<file path="src/rtl/uart_tx_port.sv">
// Memory-mapped 8N1 UART transmitter with an 8-entry FIFO on the 6502 core bus.
// Optional macro UART_TX_PARITY_EN inserts a parity bit and adds the CTRL.ODD bit.
module uart_tx_port #(
    parameter logic [15:0] BASE       = 16'hD000,
    parameter int          FIFO_DEPTH = 8,
    parameter logic [7:0]  DIV_INIT   = 8'd9
) (
    input  logic        clk,
    input  logic        rst_n,
    input  logic        RW,
    input  logic [15:0] AD,
    input  logic [7:0]  D_in,
    output logic [7:0]  D_out,
    output logic        hit,
    output logic        tx
);
    localparam int AW = $clog2(FIFO_DEPTH);
    localparam logic [AW:0] PTR_ONE = {{AW{1'b0}}, 1'b1};

`ifdef UART_TX_PARITY_EN
    typedef enum logic [2:0] {S_IDLE, S_START, S_DATA, S_PARITY, S_STOP} state_t;
`else
    typedef enum logic [1:0] {S_IDLE, S_START, S_DATA, S_STOP} state_t;
`endif

    state_t      r_state, w_state_nxt;
    logic [7:0]  r_mem [FIFO_DEPTH];
    logic [AW:0] r_wptr, r_rptr;
    logic [7:0]  r_div, r_reload, r_cnt, r_shift;
    logic [2:0]  r_bitn;
    logic        r_en, r_ovf, r_tx;
`ifdef UART_TX_PARITY_EN
    logic        r_odd, r_par;
`endif

    logic        w_sel, w_wr, w_rd, w_full, w_empty, w_push, w_pop;
    logic        w_shift, w_bit_end, w_tx_nxt, w_busy;
    logic [7:0]  w_head, w_rdata, w_ctrl;

    assign w_sel     = (AD[15:2] == BASE[15:2]);
    assign w_wr      = w_sel && !RW;
    assign w_rd      = w_sel && RW;
    assign w_empty   = (r_wptr == r_rptr);
    assign w_full    = (r_wptr[AW] != r_rptr[AW]) && (r_wptr[AW-1:0] == r_rptr[AW-1:0]);
    assign w_push    = w_wr && (AD[1:0] == 2'd0) && !w_full;
    assign w_head    = r_mem[r_rptr[AW-1:0]];
    assign w_bit_end = (r_cnt == 8'd0);
    assign w_busy    = (r_state != S_IDLE);
    assign tx        = r_tx;

`ifdef UART_TX_PARITY_EN
    assign w_ctrl = {6'd0, r_odd, r_en};
`else
    assign w_ctrl = {7'd0, r_en};
`endif

    always_ff @(posedge clk) begin
        if (w_push)
            r_mem[r_wptr[AW-1:0]] <= D_in;
    end

    always_ff @(posedge clk) begin
        if (!rst_n) begin
            r_wptr <= '0;
            r_rptr <= '0;
        end else begin
            if (w_push)
                r_wptr <= r_wptr + PTR_ONE;
            if (w_pop)
                r_rptr <= r_rptr + PTR_ONE;
        end
    end

    // Register file writes; a DATA write into a full FIFO only flags overflow.
    always_ff @(posedge clk) begin
        if (!rst_n) begin
            r_div <= DIV_INIT;
            r_en  <= 1'b1;
            r_ovf <= 1'b0;
`ifdef UART_TX_PARITY_EN
            r_odd <= 1'b0;
`endif
        end else if (w_wr) begin
            case (AD[1:0])
                2'd0: if (w_full) r_ovf <= 1'b1;
                2'd1: if (D_in[3]) r_ovf <= 1'b0;
                2'd2: r_div <= D_in;
                default: begin
                    r_en <= D_in[0];
`ifdef UART_TX_PARITY_EN
                    r_odd <= D_in[1];
`endif
                end
            endcase
        end
    end

    always_comb begin
        w_rdata = 8'h00;
        case (AD[1:0])
            2'd0: w_rdata = 8'h00;
            2'd1: w_rdata = {4'd0, r_ovf, w_busy, w_empty, w_full};
            2'd2: w_rdata = r_div;
            default: w_rdata = w_ctrl;
        endcase
    end

    always_ff @(posedge clk) begin
        if (!rst_n) begin
            D_out <= 8'h00;
            hit   <= 1'b0;
        end else begin
            D_out <= w_rd ? w_rdata : 8'h00;
            hit   <= w_rd;
        end
    end

    always_ff @(posedge clk) begin
        if (!rst_n) begin
            r_state <= S_IDLE;
            r_tx    <= 1'b1;
        end else begin
            r_state <= w_state_nxt;
            r_tx    <= w_tx_nxt;
        end
    end

    // tx is registered from the next-state decode so the line never glitches.
    always_comb begin
        w_state_nxt = r_state;
        w_pop       = 1'b0;
        w_shift     = 1'b0;
        w_tx_nxt    = r_tx;
        case (r_state)
            S_IDLE: begin
                w_tx_nxt = 1'b1;
                if (r_en && !w_empty) begin
                    w_state_nxt = S_START;
                    w_pop       = 1'b1;
                    w_tx_nxt    = 1'b0;
                end
            end
            S_START: begin
                if (w_bit_end) begin
                    w_state_nxt = S_DATA;
                    w_shift     = 1'b1;
                    w_tx_nxt    = r_shift[0];
                end
            end
            S_DATA: begin
                if (w_bit_end) begin
                    if (r_bitn == 3'd7) begin
`ifdef UART_TX_PARITY_EN
                        w_state_nxt = S_PARITY;
                        w_tx_nxt    = r_par ^ r_odd;
`else
                        w_state_nxt = S_STOP;
                        w_tx_nxt    = 1'b1;
`endif
                    end else begin
                        w_shift  = 1'b1;
                        w_tx_nxt = r_shift[0];
                    end
                end
            end
`ifdef UART_TX_PARITY_EN
            S_PARITY: begin
                if (w_bit_end) begin
                    w_state_nxt = S_STOP;
                    w_tx_nxt    = 1'b1;
                end
            end
`endif
            S_STOP: begin
                if (w_bit_end) begin
                    if (r_en && !w_empty) begin
                        w_state_nxt = S_START;
                        w_pop       = 1'b1;
                        w_tx_nxt    = 1'b0;
                    end else begin
                        w_state_nxt = S_IDLE;
                        w_tx_nxt    = 1'b1;
                    end
                end
            end
            default: begin
                w_state_nxt = S_IDLE;
                w_tx_nxt    = 1'b1;
            end
        endcase
    end

    // DIV is captured into r_reload only when a frame starts.
    always_ff @(posedge clk) begin
        if (w_pop) begin
            r_shift  <= w_head;
            r_reload <= r_div;
            r_cnt    <= r_div;
            r_bitn   <= 3'd0;
`ifdef UART_TX_PARITY_EN
            r_par    <= ^w_head;
`endif
        end else begin
            if (w_shift)
                r_shift <= {1'b0, r_shift[7:1]};
            if (r_state != S_IDLE)
                r_cnt <= w_bit_end ? r_reload : r_cnt - 8'd1;
            if (r_state == S_DATA && w_bit_end)
                r_bitn <= r_bitn + 3'd1;
        end
    end
endmodule

</file>
<file path="config.mk">
export PLATFORM = sky130hd
export DESIGN_NAME = uart_tx_port
export DESIGN_NICKNAME = d
export VERILOG_FILES = /design/src/rtl/uart_tx_port.sv
export SDC_FILE = /design/constraint.sdc
export NUM_CORES = 1
export LEC_CHECK = 0
export BUFFER_PORTS_ARGS = -buffer_cell sky130_fd_sc_hd__buf_2
export CORE_MARGIN = 4
export CORE_UTILIZATION = 64
export DETAILED_ROUTE_END_ITERATION = 7
export MAX_ROUTING_LAYER = met4
export PLACE_DENSITY = 0.84
export SYNTH_ARGS = -nofsm -noshare
export SYNTH_HDL_FRONTEND = slang
export SYNTH_SLANG_ARGS = --single-unit
</file>
<file path="constraint.sdc">
create_clock -name clk -period 6.4 [get_ports clk]
set_clock_uncertainty 0.15 [all_clocks]
set_input_delay 0.64 -clock clk [delete_from_list [all_inputs] [get_ports clk]]
set_output_delay 0.64 -clock clk [all_outputs]
set_load 0.005 [all_outputs]
</file>
**Yosys cells after proc, flatten, opt, wreduce, memory -nomap -nowiden**

Memory sizes are Yosys's and may differ from the RTL's. A register that Yosys moved wholly into a read port is not among the register bits.
Cells that the tools add are included.

- Register bits after elaboration: 57
- Bits in read-only memories: 0
- Output and inout bits: 10
- Memories kept: 1
- Input bits: 27
- RAM bits: 64
- Latch bits: 0

- Divide/modulo/power cells: 0
- Bitwise gates (word level): 1
- Order comparisons: 0
- Eq/ne operators: 17
- Multiply operators: 0
- Reduce and logical (&&, ||, !) cells: 24
- Add/subtract/negate cells: 4
- Mux-type cells: 33
- Shift operators: 0

Memories:

| memory | words | width | rd ports | clocked after Yosys merged registers in | wr ports | line | RTL |
|---|---|---|---|---|---|---|---|
| r_mem | 8 | 8 | 1 | 1 | 1 | 27 | `logic [7:0] r_mem [FIFO_DEPTH];` |

Operator list:

| cell | number |
|---|---|
| 8-bit two-way mux | 5 |
| 8-bit one-hot mux with 3 select lines | 1 |
| 1-bit two-way mux | 15 |
| 14-bit == test, second input constant | 1 |
| 2-bit inequality test, second input constant | 7 |
| 2-bit two-way mux | 5 |
| 4-bit by 1-bit adder with 4-bit output, second input constant | 2 |
| 8-bit logical NOT | 1 |
| 2-bit one-hot mux with 4 select lines | 1 |
| 2-bit nonzero test | 4 |
| 8-bit by 1-bit subtractor with 8-bit output, second input constant | 1 |
| 1-bit logical AND | 7 |
| 2-bit == test, second input constant | 3 |
| 3-bit two-way mux | 2 |
| 1-bit one-hot mux with 2 select lines | 3 |
| 2-bit AND reduction | 3 |
| 5-bit AND reduction | 1 |
| 2-bit by 1-bit == test with 1-bit output, second input constant | 2 |
| 4-bit == test | 1 |
| 2-bit logical NOT | 2 |
| 1-bit one-hot mux with 4 select lines | 1 |
| 4-bit AND reduction | 1 |
| 3-bit by 1-bit adder with 3-bit output, second input constant | 1 |
| 3-bit == test | 1 |
| 6 further kinds | 8 |

**Longest topological paths before layout**

Gate-level depths: netlist of run 1.

- Depth after elaboration: 8
- Depth in mapped cells: 10
- Mapped depth without buffers: 8

**Worst setup path before layout of run 1**

No wires, ideal clock.

- Kind: input-to-reg
- From: input AD[3]
- To: memory r_mem[0][0] (enable)
- Buffers on the path: 0
- Stages on the path: 5
- Setup slack: 3.505 ns
- Data required time: 5.867 ns
- Data arrival time: 2.362 ns
- Cell sequence: nor4_2 -> nand4_2 -> nor4_1 -> nand2b_1 -> nor3_1

- Longest elaborated chain between the ends: 6

RTL lines:

| element | line | RTL |
|---|---|---|
| start, declared | 11 | `input logic [15:0] AD,` |
| 14-bit == test | 40 | `assign w_sel = (AD[15:2] == BASE[15:2]);` |
| 1-bit logical AND | 41 | `assign w_wr = w_sel && !RW;` |
| 1-bit logical AND (2 in series) | 45 | `assign w_push = w_wr && (AD[1:0] == 2'd0) && !w_full;` |
| 1-bit two-way mux | 58 | `if (w_push)` |
| 1-bit two-way mux (not written as such) | 59 | `r_mem[r_wptr[AW-1:0]] <= D_in;` |
| end, declared | 27 |  |

Every way passes these cells.

**Final worst setup path of run 1**

- From: register r_wptr[1]
- To: register r_shift[3] (enable)

- Longest elaborated chain between the ends: 7

RTL lines:

| element | line | RTL |
|---|---|---|
| start, declared | 28 | `logic [AW:0] r_wptr, r_rptr;` |
| start signal, assigned | 68 | `r_wptr <= r_wptr + PTR_ONE;` |
| 4-bit == test (*) | 43 | `assign w_empty = (r_wptr == r_rptr);` |
| 1-bit logical NOT (*) | 137, 176 |  |
| 1-bit logical AND (*) | 137, 176 |  |
| 1-bit two-way mux (*) | 137, 176 |  |
| 1-bit two-way mux | 175 | `if (w_bit_end) begin` |
| 1-bit one-hot mux with 2 select lines (*) | 134 | `case (r_state)` |
| 2-bit nonzero test (no line) (*) | - |  |
| end signal, assigned | 196 | `r_shift <= w_head;` |
| end signal, assigned | 205 | `r_shift <= {1'b0, r_shift[7:1]};` |
| end, declared | 29 | `logic [7:0] r_div, r_reload, r_cnt, r_shift;` |

Mark *: on every way between the ends. The rest lies on a longest branch, timed or not.
A chain may end at the register's enable or synchronous reset.

==> results.md, run 1 <==
- Status: finished clean
- Dpl ws: 2.94 ns
- Ordered list of cells on the worst path: xor2_1 > o41ai_4 > or3_1 > o21ai_0
- CP Max Fanout: 25
- Global Route met3 Usage: 5.36%
- Mapped Area: 0.00522 mm²
- Inserted Clock Buffers: 17
- IO Pins: 37
- GR Util met2: 38.5%
- Via count: 3312
- Largest cells by area after synthesis: edfxtp_1, dfxtp_1, mux4_2, mux2i_1, nor2_1
- Port Buffers: 36
- Yosys warns: 0
- Kind of critical path: reg2reg
- Final Max Slew Viols: 0
- Hold path start: rst_n
- Final setup violation count: 0
- Reg clk slew, reported paths: 0.06 ns
- Hold buffer count at CTS: 0
- Core box area: 0.00781 mm²
- Post-layout min period: 3.27 ns
- Pre-antenna DRT Iters: 5
- Pwr dens: 353 mW/mm²
- Worst R2R Start: r_wptr[1]$_SDFFE_PN0P_
- P&R area growth vs syn: 14.8%
- GPL Wtd Cong: 0.836
- Crit start category: flop
- Worst endpoint required time: 6.34 ns
- Number of cell rows: 32
- Cell leakage power: 2.10 nW
- Rel. slew slack: 15.6%
- Max Cap Viol: 0
- Htree depth: 4
- Final period util: 51.0%
- Crit path capture type: flop
- Fin worst setup slack: 3.13 ns
- Vias per cell: 6.18
- Drt total wl: 10.7 mm
- Min-delay worst type: in2reg
- TritonCTS clock tree: yes
- Yosys reg bits: 124
- DRC Markers: 0
- GRT busiest layer: met2
- Aggregate global-route resource usage: 24.5%
- WL per Instance: 19.9 µm
- Post-synth top area cell: edfxtp_1
- Die ar.: 0.00966 mm²
- Post-CTS setup buffer count: 0
- Top-area cell type share of the netlist area: 50.6%
- Syn Inst Count: 380
- Total gr overflow: 0
- Initial antenna violation count: 0
- Synth cell types: 51
- Post-Place Cell Area: 0.00545 mm²
- Antenna cells: 0
- PostCTS Resize Cnt: 0
- Syn_nets: 417
- Overall Power: 2.11 mW
- Clock buffer depth: 2
- CP bufs+invs: 0
- Post-Layout Inst Area: 0.00599 mm²
- Worst path arrival time: 3.21 ns
- Slowest-stage cell, CP: or3_1
- Largest net degree at the start of global routing: 26
- Effective utilization at floorplan: 66.8%
- Seq/Total Area, Yosys: 64.5%
- F_max: 0.306 GHz
- Fin. Hold Viols: 0
- Met1 usage: 31.2%
- Nets@finish: 458
- Tightest Pin Transition: 1.25 ns
- RSZ-0062 raised after global routing: false
- Post-DRT Antenna Nets: 0
- Layout cells sized above 1: 21.7%
- Initial DRC Count: 293
- Max incr delay on CP: 0.73 ns
- Family with the most delay on the worst path: compound AO/OA/AOI/OAI gates
- Vias in the first global route: 3255
- Peak supply drop: 0.280 mV
- Mean Syn Cell Area: 13.7 µm²
- Die X: 98.3 µm
- Clock Latency Late Sink: 0.51 ns
- Post-DP HPWL: 6.81 mm
- Crit path from: r_wptr[1]$_SDFFE_PN0P_
- First-pass GRT wire length: 17.2 mm
- Root buffer cell: clkbuf_8
- Final core utilization: 76.7%
- Sink Count: 124
- Die height: 98.3 µm
- Setup TNS: 0 ns
Yosys cell counts, drive strengths merged:
| library cell | count |
|---|---|
| nor2 | 37 |
| o41ai | 2 |
| o21ai | 22 |
| or2 | 1 |
| inv | 10 |
| a21oi | 13 |
| a22oi | 4 |
| a221oi | 1 |
| nand3 | 5 |
| nand2 | 36 |
| o31ai | 2 |
| or3 | 3 |
| nor4b | 3 |
| o211ai | 1 |
| nor2b | 2 |
| or4 | 2 |
| clkinv | 1 |
| dfxtp | 36 |
| xnor2 | 8 |
| mux2 | 1 |
| a2111oi | 1 |
| a41o | 1 |
| o2bb2a | 1 |
| nand2b | 6 |
| a31oi | 4 |
| nand4 | 2 |
| and2 | 5 |
| ha | 10 |
| clkbuf | 5 |
| edfxtp | 88 |
| o22ai | 1 |
| nor4 | 4 |
| mux2i | 19 |
| xor2 | 6 |
| buf | 9 |
| or4b | 1 |
| and4bb | 1 |
| mux4 | 16 |
| nor3 | 10 |
power breakdown:
group,leakage [nW],switching (mW),total [mW],internal [mW]
logic,0.758,0.159,0.273,0.114
registers,1.08,0.0503,0.977,0.927
clock network,0.257,0.353,0.864,0.512
total,2.10,0.562,2.11,1.55
registers in the layout (all words and copies together), names as in the netlist, named ones only:
register  cells
r_ovf         1
r_bitn        3
tx            1
r_wptr        4
r_rptr        4
r_reload      8
r_cnt         8
r_shift       8
r_en          1
r_state       2
r_mem        64
D_out         8
r_div         8
hit           1
final cells by class:
class | count | area [µm²]
sequential | 124 | 3360
fill | 463 | 1820
multi-input combinational | 231 | 1740
clock buffer | 17 | 414
timing repair buffer | 36 | 180
tap | 102 | 128
clock inverter | 15 | 124
inverter | 11 | 41.3
final timing paths:
kind	endpoint	slack, ns	cells past startpoint
worst min register to register	r_bitn[1]$_SDFFE_PP0P_	0.31	2
worst min-delay path	r_div[3]$_SDFFE_PN1P_	0.24	2
worst max register to register	r_shift[3]$_DFFE_PP_	3.13	4
worst max-delay path	r_shift[3]$_DFFE_PP_	3.13	4
through the flow:
stage / std cells / hold WS (ns)
after floorplan: 380 / 0.290
after global placement: 504 / 0.295
after detailed placement: 504 / 0.303
after CTS: 536 / 0.223
after global routing: 536 / 0.238
final: 536 / 0.242
cell usage in the layout (no fill, tap or decap), types with 3 or more instances in the layout:
cell type / n
nor4_1: 3
a31oi_1: 4
and2_1: 4
ha_1: 10
a21oi_1: 13
nor2_1: 37
nand2_1: 36
clkinvlp_4: 4
clkbuf_16: 16
dfxtp_1: 36
edfxtp_1: 88
xnor2_1: 8
clkinv_2: 5
xor2_1: 6
o21ai_0: 22
buf_2: 36
mux2i_1: 19
nand3_1: 5
or3_1: 3
nor3_1: 9
a22oi_1: 4
nand2b_1: 6
mux4_2: 16
inv_1: 9
worst register-to-register path, delay by kind of cell, from the launching register on:
family	cells	cell delay [ns]
and+or+nand+nor	1	0.73
AOI/OAI and AO/OA	2	1.23
xor gates and xnor gates	1	0.20
DFF	1	0.53
logic make-up after synthesis:
kind of cell    share of synthesized area [%]
compound gates                           6.38
xor+xnor                                 2.35
fa+ha+maj                                2.40
buf+inv                                  2.16
flops                                    64.5
mux                                      10.8
simple gates                             11.5
routing by layer:
| layer | up-vias | routed length (µm) |
|---|---|---|
| met4 | 0 | 236 |
| met5 | - | 0 |
| li1 | 1510 | - |
| met1 | 1642 | 4310 |
| met2 | 136 | 5440 |
| met3 | 24 | 699 |
No activity file was read; power rests on OpenSTA's default activity.
==> run 2, diff against run 1 <==
--- a/config.mk
+++ b/config.mk
@@ -7,10 +7,10 @@
 export LEC_CHECK = 0
 export BUFFER_PORTS_ARGS = -buffer_cell sky130_fd_sc_hd__buf_2
 export CORE_MARGIN = 4
-export CORE_UTILIZATION = 64
+export CORE_UTILIZATION = 54
 export DETAILED_ROUTE_END_ITERATION = 7
 export MAX_ROUTING_LAYER = met4
-export PLACE_DENSITY = 0.84
+export PLACE_DENSITY = 0.75
 export SYNTH_ARGS = -nofsm -noshare
 export SYNTH_HDL_FRONTEND = slang
 export SYNTH_SLANG_ARGS = --single-unit
==> constraint.sdc (replaced) <==
create_clock -name clk -period 2.77 [get_ports clk]
set_clock_uncertainty 0.15 [all_clocks]
set_input_delay 0.277 -clock clk [delete_from_list [all_inputs] [get_ports clk]]
set_output_delay 0.277 -clock clk [all_outputs]
set_load 0.005 [all_outputs]
==> run 2 against run 1 <==
Effect of this change: combinational power rose to 2.6 times the previous value; first-iteration DRC count down 22%; fmax up 25%; clock power rose to 2.7 times the previous value; sequential power up 130%; utilization down 8.5 points; hold slack worse by 0.23 ns; critical endpoint is now r_cnt[7]$_DFFE_PP_; global-route usage down 3.1 points.
==> results.md, run 2 (synthesized netlist as in run 1, its figures left out) <==
- Layout cells sized above 1: 24.4% (+2.7 points)
- Kind of critical path: reg2reg
- Worst r2r dst: r_cnt[7]$_DFFE_PP_
- Post-Layout Cell Count: 592 (+10%)
- Vias in the first global route: 3424 (+5.2%)
- Max Cap Viol: 0 (unchanged)
- Clock buffer depth: 2 (unchanged)
- DRC Markers: 0 (unchanged)
- IO Pins: 37 (unchanged)
- Status: finished clean
- Post-layout min period: 2.60 ns (-0.662 ns)
- Slowest-stage cell, CP: or3_4
- Fin. Hold Viols: 0 (unchanged)
- Effective utilization at floorplan: 55.9% (-11 points)
- WL per Instance: 18.5 µm (-7.5%)
- Die X: 106 µm (+8.1%)
- Reg clk slew, reported paths: 0.06 ns (about the same)
- Final period util: 94.0% (+43 points)
- Post-CTS setup buffer count: 0 (unchanged)
- Ordered list of cells on the worst path: inv_1 > ha_1 > nor4b_4 > a31oi_1 > or3_4 > inv_2 > o21ai_0
- Clock Latency Late Sink: 0.52 ns (about the same)
- Tightest Pin Transition: 1.17 ns (-0.0815 ns)
- Most frequent cells in the layout: edfxtp_1, nor2_1, dfxtp_1, nand2_1, buf_2
- F_max: 0.384 GHz (+25%)
- Global Route met3 Usage: 4.55% (-0.80 points)
- Fin worst setup slack: 0.167 ns (-2.97 ns)
- Min-Delay Path Depth: 4 (+2)
- Setup TNS: 0 ns (unchanged)
- Initial DRC Count: 228 (-22%)
- Final setup violation count: 0 (unchanged)
- Cell count after placement: 549 (+8.9%)
- Pre-antenna DRT Iters: 5 (unchanged)
- Met1 usage: 26.4% (-4.8 points)
- Inserted Clock Buffers: 17 (unchanged)
- Hold path start: RW
- Worst R2R Start: r_cnt[0]$_DFFE_PP_
- Total gr overflow: 0 (unchanged)
- Sink Count: 124 (unchanged)
- Nets@finish: 487 (+6.3%)
- Htree depth: 4 (unchanged)
- Peak supply drop: 0.436 mV (+56%)
- Min-delay worst type: in2reg
- Crit start category: flop
- Final core utilization: 68.2% (-8.5 points)
- WHS Endpoint: r_en$_SDFFE_PN1P_
- Port Buffers: 36 (unchanged)
- Largest net degree at the start of global routing: 22 (-15%)
- Final Max Slew Viols: 0 (unchanged)
- CP Max Fanout: 21 (-16%)
- Pwr dens: 823 mW/mm² (+130%)
- Die height: 106 µm (+8.1%)
- P&R area growth vs syn: 22.0%
- Worst path arrival time: 2.71 ns (-0.50 ns)
- GRT busiest layer: met2
- GPL Wtd Cong: 0.886 (+6.0%)
- Worst endpoint required time: 2.88 ns (-3.46 ns)
- Root buffer cell: clkbuf_8
- Die ar.: 0.0113 mm² (+17%)
- Max reg flops: 64 (unchanged)
- Reg2reg setup slack: 0.17 ns (-2.97 ns)
- GR Util met2: 34.6% (-3.9 points)
- Max incr delay on CP: 0.48 ns (-0.25 ns)
- Cell leakage power: 2.28 nW (+8.8%)
- Dpl ws: 0.177 ns (-2.76 ns)
- Most common cell after layout, fill and taps aside: edfxtp_1
- R2R depth: 7 (+3)
- Core box area: 0.00933 mm² (+19%)
- Crit path capture type: flop
- Post-DRT Antenna Nets: 0 (unchanged)
- Number of cell rows: 35 (+9.4%)
- Aggregate global-route resource usage: 21.4% (-3.1 points)
- Via count: 3344 (+0.97%)
- Antenna cells: 0 (unchanged)
- First-pass GRT wire length: 17.5 mm (+1.6%)
- RSZ-0062 raised after global routing: false
- TritonCTS clock tree: yes
- Post-DP HPWL: 7.01 mm (+2.8%)
- Fillers: 633 (+37%)
- Vias per cell: 5.65 (-8.6%)
- Drt total wl: 10.9 mm (+2.2%)
- Initial antenna violation count: 0 (unchanged)
- Rel. slew slack: 21.1% (+5.5 points)
-- run 2: cell types whose count changed in the layout (fill, tap and decap cells not counted), sizes merged --
cell         change
buf             +18
clkinvlp         -2
inv              +2
bufinv           +3
dlygate4sd3     +11
clkinv           -3
-- run 2: how the worst max path moves through the flow --
stage | endpoint | cells past startpoint | slack [ns] | startpoint
floorplan | r_shift[0]$_DFFE_PP_ | 8 | 0.18 | r_cnt[0]$_DFFE_PP_
global placement | r_cnt[3]$_DFFE_PP_ | 7 | 0.27 | r_cnt[0]$_DFFE_PP_
detailed placement | r_cnt[7]$_DFFE_PP_ | 7 | 0.18 | r_cnt[0]$_DFFE_PP_
CTS | r_cnt[7]$_DFFE_PP_ | 7 | 0.09 | r_cnt[0]$_DFFE_PP_
global route | r_cnt[2]$_DFFE_PP_ | 7 | 0.03 | r_cnt[0]$_DFFE_PP_
finish | r_cnt[7]$_DFFE_PP_ | 7 | 0.17 | r_cnt[0]$_DFFE_PP_
-- run 2: report_power, final --
| group | switching [mW] | total, mW | internal, mW | leakage [nW] |
|---|---|---|---|---|
| Clock | 0.839 | 2.31 | 1.48 | 0.299 |
| Sequential | 0.0708 | 2.21 | 2.14 | 1.08 |
| Combinational | 0.409 | 0.712 | 0.303 | 0.901 |
| Total | 1.32 | 5.24 | 3.92 | 2.28 |
-- run 2: final cells by class --
type | instances | area [µm²] | share of cell area, %
Multi-Input combinational cell | 231 | 1750 | 27.4
Inverter | 11 | 41.3 | 0.649
Timing Repair Buffer | 65 | 425 | 6.69
Sequential cell | 124 | 3360 | 52.9
Clock inverter | 15 | 211 | 3.32
Clock buffer | 17 | 414 | 6.51
Tap cell | 129 | 161 | 2.54
-- run 2: repair_timing --
action,4_1_cts,5_1_grt
hold buffers,11,0
endpoints found under the hold margin,73,0
resized for setup,0,1
setup endpoints to repair,0,8
-- run 2: critical path, delay by kind of cell, from the launching register on --
kind,cells,cell delay [ns]
buf+inv,2,0.41
fa+ha+maj,1,0.22
simple gates,2,0.73
compound gates,2,0.38
flops,1,0.43
-- run 2: layer usage --
layer | up-vias | wire length, µm
li1 | 1570 | -
met1 | 1618 | 4440
met2 | 135 | 5580
met3 | 21 | 694
met4 | 0 | 208
met5 | - | 0
-- run 2: per-stage QoR --
step | total power [mW] | hold slack, ns | cell area (µm²)
after global routing | 5.44 | 0.0468 | 6360
after CTS | 5.25 | 0.0153 | 6360
final | 5.24 | 0.0171 | 6360
after global placement | 2.90 | 0.300 | 5620
after detailed placement | 2.93 | 0.306 | 5620
after floorplan | 2.74 | 0.226 | 5220
